[config.mk]
export PLATFORM = sky130hd
export DESIGN_NAME = mult_sequencer
export DESIGN_NICKNAME = d
export VERILOG_FILES = /design/src/rtl/mult_sequencer.sv
export SDC_FILE = /design/constraint.sdc
export NUM_CORES = 1
export LEC_CHECK = 0
export CORE_MARGIN = 4
export CORE_UTILIZATION = 45
export DETAILED_ROUTE_END_ITERATION = 7
export GPL_ROUTABILITY_DRIVEN = 0
export PLACE_DENSITY = 0.79
export RECOVER_POWER = 25
export SLEW_MARGIN = 25
export SYNTH_ARGS = -nofsm -noshare
export SYNTH_HDL_FRONTEND = slang
export SYNTH_SLANG_ARGS = --single-unit
[constraint.sdc]
create_clock -name Clk -period 1.4 [get_ports Clk]
set_input_delay 0.28 -clock Clk [delete_from_list [all_inputs] [get_ports Clk]]
set_output_delay 0.28 -clock Clk [all_outputs]
set_load 0.01 [all_outputs]
[src/rtl/mult_sequencer.sv]
// Sequencer for an 8x8 signed add-shift multiplier. The 9-bit add/sub
// datapath lives outside; this block owns A, B, M, X, the iteration counter and control.
module mult_sequencer (
  input  logic       Clk,
  input  logic       Reset,
  input  logic       Run,
  input  logic       ClearA_LoadB,
  input  logic [7:0] S,
  input  logic [8:0] add_sum,
  output logic [7:0] add_x,
  output logic [7:0] add_y,
  output logic       add_fn,
  output logic [7:0] Aval,
  output logic [7:0] Bval,
  output logic       Xval,
  output logic       busy,
  output logic       done
);

  // state    | meaning
  // IDLE     | waiting for Run; ClearA_LoadB loads B and clears A/X
  // CLEAR    | clear A/X, latch multiplicand M, reset k
  // ADD      | conditional add (subtract when k=7) of M into {X,A}
  // SHIFT    | arithmetic right shift of {X,A,B}; advance k
  // DONE     | product held until Run drops; ClearA_LoadB still loads
  typedef enum logic [2:0] {
    ST_IDLE  = 3'd0,
    ST_CLEAR = 3'd1,
    ST_ADD   = 3'd2,
    ST_SHIFT = 3'd3,
    ST_DONE  = 3'd4
  } state_t;

  state_t     state_q, state_d;
  logic [7:0] a_q, a_d;
  logic [7:0] b_q, b_d;
  logic [7:0] m_q, m_d;
  logic       x_q, x_d;
  logic [2:0] k_q, k_d;

  always_ff @(posedge Clk) begin
    if (Reset) begin
      state_q <= ST_IDLE;
      a_q     <= 8'h00;
      b_q     <= 8'h00;
      m_q     <= 8'h00;
      x_q     <= 1'b0;
      k_q     <= 3'd0;
    end else begin
      state_q <= state_d;
      a_q     <= a_d;
      b_q     <= b_d;
      m_q     <= m_d;
      x_q     <= x_d;
      k_q     <= k_d;
    end
  end

  always_comb begin
    state_d = state_q;
    a_d     = a_q;
    b_d     = b_q;
    m_d     = m_q;
    x_d     = x_q;
    k_d     = k_q;
    case (state_q)
      ST_IDLE: begin
        if (ClearA_LoadB) begin
          b_d = S;
          a_d = 8'h00;
          x_d = 1'b0;
        end else if (Run) begin
          state_d = ST_CLEAR;
        end
      end
      ST_CLEAR: begin
        a_d     = 8'h00;
        x_d     = 1'b0;
        m_d     = S;
        k_d     = 3'd0;
        state_d = ST_ADD;
      end
      ST_ADD: begin
        if (b_q[0]) begin
          a_d = add_sum[7:0];
          x_d = add_sum[8];
        end
        state_d = ST_SHIFT;
      end
      ST_SHIFT: begin
        a_d = {x_q, a_q[7:1]};
        b_d = {a_q[0], b_q[7:1]};
        if (k_q == 3'd7) begin
          state_d = ST_DONE;
        end else begin
          k_d     = k_q + 3'd1;
          state_d = ST_ADD;
        end
      end
      ST_DONE: begin
        // A load here keeps the sequencer parked in DONE so Run can stay high.
        if (ClearA_LoadB) begin
          b_d = S;
          a_d = 8'h00;
          x_d = 1'b0;
        end else if (!Run) begin
          state_d = ST_IDLE;
        end
      end
      default: state_d = ST_IDLE;
    endcase
  end

  assign add_x  = a_q;
  assign add_y  = m_q;
  // The last partial product carries negative weight in two's complement.
  assign add_fn = (state_q == ST_ADD) && (k_q == 3'd7);
  assign Aval   = a_q;
  assign Bval   = b_q;
  assign Xval   = x_q;
  assign busy   = (state_q == ST_CLEAR) || (state_q == ST_ADD) || (state_q == ST_SHIFT);
  assign done   = (state_q == ST_DONE);

endmodule

# --- After elaboration in Yosys (flattened, before gate mapping) ---
# Cells that the tools add are included.
classes:
  n_addsub: 1
  n_eq_ne: 12
  n_mux: 16
  n_reduce_logical: 14
ops:
  columns: ["op", "n"]
  rows:
  - ["8-bit one-hot mux with 4 select lines", 1]
  - ["8-bit 2-to-1 mux", 3]
  - ["3-bit 2-to-1 mux", 6]
  - ["8-bit one-hot mux with 2 select lines", 1]
  - ["3-bit one-hot mux with 5 select lines", 1]
  - ["2-bit != test, second input constant", 6]
  - ["3-bit by 2-bit == test with 1-bit output, second input constant", 2]
  - ["3-bit == test, second input constant", 2]
  - ["3-bit one-hot mux with 2 select lines", 1]
  - ["3-bit AND reduction", 2]
  - ["2-bit AND reduction", 2]
  - ["4-bit AND reduction", 1]
  - ["2-bit nonzero test", 2]
  - ["4-bit nonzero test", 1]
  - ["3-bit by 1-bit adder with 3-bit output, second input constant", 1]
  - ["3-bit by 1-bit == test with 1-bit output, second input constant", 1]
  - ["3-bit logical NOT", 1]
  - ["1-bit one-hot mux with 3 select lines", 1]
  - ["3-bit nonzero test", 1]
  - ["1-bit logical OR", 2]
  - ["1-bit 2-to-1 mux", 2]
  - ["2-bit by 1-bit != test with 1-bit output, second input constant", 1]
  - ["2-bit OR reduction", 1]
  - ["1-bit logical AND", 1]
totals:
  regBits: 31
  in_bits: 21
  out_inout_bits: 36
  wordCells: 49

# --- Longest topological paths before layout ---
depth:
  ltp_word: 4
  ltp_mapped: 5
  ltp_nobuf: 5

# --- Worst setup path after synthesis ---
# OpenSTA, ideal clock, no wires.
synth_timing:
  path_kind: "register -> output"
  startpoint: "reg state_q[1]"
  endpoint: "out add_fn"
  t_arrival_ps: 1026
  required_ps: 1120
  path_slack_ps: 94
  stages_incl_launch_ff: 5
  path_buffers: 2
  path_cell_list: "dfxtp_1 > clkbuf_8 > buf_4 > nand2_1 > nor3_1"
synth_between:
  elab_chain_cells: 2
synth_lines:
  columns: ["item", "line_no", "source"]
  rows:
  - ["start: declaration", "34", "state_t state_q, state_d;"]
  - ["start signal: assignment", "50", "state_q <= state_d;"]
  - ["3-bit by 2-bit == test with 1-bit output", "117", "assign add_fn = (state_q == ST_ADD) && (k_q == 3'd7);"]
  - ["1-bit logical AND", "117", null]
  - ["end: declaration", "12", "output logic add_fn,"]
# Every way passes these cells.

# --- Worst setup path after layout ---
layout_timing:
  startpoint: "reg state_q[2]"
  endpoint: "reg b_q[2] (netlist: Bval[2])"
layout_between:
  elab_chain_cells: 4
  elab_cells_between_ends: 8
  classes_between: "3 x eq/ne; 1 x mux; 4 x reduce/logical"
layout_lines:
  columns: ["item", "line_no", "source"]
  rows:
  - ["3-bit == test or 3-bit logical NOT (tied branches)", "66", "case (state_q)"]
  - ["2-bit OR reduction (no line)", null, null]
  - ["2-bit by 1-bit != test with 1-bit output (no line) or 2-bit nonzero test (tied branches)", null, null]
  - ["2-bit AND reduction (no line)", null, null]
  - ["end signal: assignment", "45", "b_q <= 8'h00;"]
  - ["end signal: assignment", "52", "b_q <= b_d;"]
  - ["end: declaration", "36", "logic [7:0] b_q, b_d;"]
# Several ways; a longest one is shown, not always the timed one.
# A chain may end at the register's enable or synchronous reset.

==> metrics.md <==
| Metric | Value |
|---|---|
| Status | finished with violations |
| Failing checks | negative setup slack |
| Total wire length | 4320 microns |
| Post-synthesis net count | 206 |
| Core region area | 0.00366 sq mm |
| Final Cell Area | 0.00248 sq mm |
| RR Endpoint | Bval[2] |
| R2R Setup Slk | -80 ps |
| Net Sw Power | 0.620 mW |
| FFs w/ async S/R, synth | 0% |
| Worst Skew | 6.73 ps |
| Crit-path max FO | 12 |
| Max cap viols | 0 |
| Site Rows | 22 |
| Slowest-stage cell, CP | dfxtp_1 |
| Hold_ws | 455 ps |
| Fin worst setup slack | -78.0 ps |
| Hold Startpoint | add_y[5] |
| Critical Path AT | 1670 ps |
| Antenna violations before repair | 0 |
| GR Overflow Total | 0 |
| Worst skew pair latency | 290 ps |
| RSZ-0062 raised after global routing | true |
| Num ports | 57 |
| Leakage | 1.09 nW |
| Combinational group share of total power | 24.7% |
| Post-synth EDFFs | 0 |
| Seq cells post-synth | 31 |
| Clock-pin slew on the worst setup and hold paths | 60 ps |
| Synth warnings | 0 |
| Max incr delay on CP | 330 ps |
| DRT antenna net count | 0 |
| CP Cell Sequence | buf_4, and3b_1, or2_1, buf_12, a311oi_2 |
| Period utilization | 106% |
| DR pass1 iterations | 5 |
| Post-DP HPWL | 3020 microns |
| Num Clock Sinks | 31 |
| Initial Util | 46.4% |
| Post-Syn Area | 0.00170 sq mm |
| Clock power frac | 31.7% |
| WHS Endpoint | add_y[5] |
| First-pass GRT wire length | 6640 microns |
| Startpoint types | flip-flop |
| Area Growth Syn to Fin | 45.6% |
| Die Ht | 69.5 microns |
| Hold path depth | 2 |
| Pwr per Cell Area | 901 mW/mm^2 |
| Fmax | 0.677 GHz |
| CTS Buf Count | 5 |
| Most used DFF post-synth | dfxtp_1 |
| Layout cells sized above 1 | 30.6% |
| # nets final | 275 |
| Buffers on Ports | 56 |
| Wire per inst | 14.4 microns |
| Number of distinct library cells after synthesis | 36 |
| Max Buffers Root-to-Sink | 2 |
| 1st-iter DRT viols | 81 |
| DR vias/cell | 5.18 |
| Max-slew violations | 0 |
| Path type of the worst setup path | reg -> reg |
| Sequential area share after synthesis | 36.5% |
| P_int | 1.61 mW |
| Final hold vios | 0 |
| CP endpoint kind | flip-flop |
| Total Power | 2.23 mW |
| HP Class | reg -> reg |
| Seq pwr share | 43.6% |
| Post-layout min period | 1480 ps |
| DR vias | 1,553 |
| Syn_area_per_cell | 9.29 sq um |
| Final setup viols | 20 |
| Number of remaining DRC errors | 0 |
| Overall Global Routing Usage | 17.1% |
| Setup TNS | -416 ps |
| Worst EP required | 1600 ps |
| H-tree depth | 2 |
| Antenna cells | 0 |
| FF-to-FF Start | state_q[2] |
| Worst-Margin Slew | 488 ps |
| Fillers | 302 |
| Mapped Cells | 183 |
| R2R cell count | 5 |
| Largest net degree at the start of global routing | 25 |
| Die area | 0.00483 sq mm |
| Clock root buffer master | clkbuf_8 |
| Worst relative slew slack | 67.5% |
| Placed Instance Area | 0.00231 sq mm |
| Vias in the first global route | 1,410 |
| Switching share of power | 27.8% |
| Die Wd | 69.5 microns |
| Peak VDD IR | 0.732 mV |
| CTS tree | done |
## flip-flops by register name (all words and copies together) (netlist names)
register,cells
Aval,8
add_y,8
Xval,1
Bval,8
k_q,3
state_q,3
## power by group through the flow
stage / logic (mW) / clock network [mW] / registers (mW)
2_1_floorplan: 0.308 / 0 / 1.01
3_3_place_gp: 0.532 / 0 / 0.997
3_5_place_dp: 0.543 / 0 / 0.997
4_1_cts: 0.535 / 0.728 / 0.971
5_1_grt: 0.588 / 0.762 / 0.981
6_report: 0.552 / 0.707 / 0.972
## worst max-delay path: cells and delay by family, from the launching register on
kind	cells	cell delay, ps
compound gates	1	240
buf+inv	2	350
flops	1	330
simple gates	2	470
## cells in the mapped netlist, types with 2 or more instances
master | number | share of area [%]
a21oi_1 | 14 | 4.1
a311oi_2 | 7 | 6.2
buf_2 | 2 | 0.59
buf_4 | 12 | 5.3
buf_6 | 3 | 2.0
clkbuf_8 | 3 | 2.4
dfxtp_1 | 31 | 36
ha_1 | 2 | 1.5
inv_1 | 3 | 0.66
mux2_2 | 8 | 5.3
mux2i_1 | 8 | 4.7
nand2_1 | 36 | 7.9
nand2b_1 | 10 | 3.7
nand3_1 | 3 | 0.88
nor2_1 | 2 | 0.44
nor3_1 | 10 | 2.9
nor3b_2 | 2 | 1.5
nor4_1 | 2 | 0.74
o21ai_0 | 8 | 2.4
## area by class of cell
cell class                 instances  area, sq um  share of cell area [%]
inverter                           3         11.3                   0.455
sequential                        31          631                    25.5
clock inverter                     1         5.00                   0.202
tap                               48         60.1                    2.43
timing repair buffer              84          736                    29.7
multi-input combinational        127          951                    38.4
clock buffer                       6         82.6                    3.34
## per-stage QoR
stage | util [%] | worst slack [ps] | cells
floorplan | - | 94.4 | 183
global placement | 63.1 | -248 | 288
detailed placement | 63.1 | -284 | 288
CTS | 66.4 | -108 | 299
global route | 67.6 | -143 | 300
finish | 67.6 | -78.0 | 300
## how the worst max path moves through the flow
stage	startpoint	endpoint	slack [ps]
floorplan	state_q[1]	add_fn	90
global placement	k_q[0]	add_fn	-250
detailed placement	k_q[0]	add_fn	-280
CTS	k_q[1]	add_fn	-110
global route	state_q[2]	Bval[2]	-140
finish	state_q[2]	Bval[2]	-80
## routing by layer
metal	vias up	global-route usage, %	part of all wire [%]
li1	771	-	-
met3	8	5.07	4.4
met2	42	28.2	50
met1	732	20.9	44
met5	-	0	0
met4	0	6.51	1.6
## cell families after synthesis
family	after synthesis	synth area share, %
AO/OA/AOI/OAI	35	16.7
adder cells (fa/ha/maj)	2	1.47
multiplexers	16	10.0
flip-flops	31	36.5
buffers and inverters	26	12.6
AND/OR/NAND/NOR	73	22.7
## repair_timing
action,4_1_cts,5_1_grt
pin swaps,4,3
hold buffers,0,0
setup endpoints to repair,63,28
setup buffers,4,0
gates resized for setup,59,14
cloned,0,1
## cells in the final DEF, fill, tap and decap left out, drive strengths merged
cell type / synthesis / routed
mux2i: 8 / 8
dlygate4sd2: 0 / 33
a21o: 1 / 1
a21oi: 14 / 14
a311oi: 8 / 8
nand2: 36 / 36
dlygate4sd3: 0 / 1
nor4: 2 / 2
clkinv: 0 / 1
inv: 3 / 3
and3b: 1 / 1
nor3: 10 / 10
clkdlybuf4s50: 0 / 19
nand2b: 10 / 10
nand4: 1 / 1
nand3: 3 / 3
nor2: 2 / 2
nand4bb: 1 / 1
mux2: 8 / 8
o211ai: 1 / 1
or2: 1 / 1
a311o: 1 / 1
and4bb: 1 / 1
clkbuf: 4 / 7
dfxtp: 31 / 31
a221oi: 1 / 1
nor3b: 3 / 3
o31ai: 1 / 1
o21ai: 8 / 8
and3: 1 / 1
ha: 2 / 2
or3b: 1 / 2
buf: 18 / 30
(Power assumes the default switching activity.)
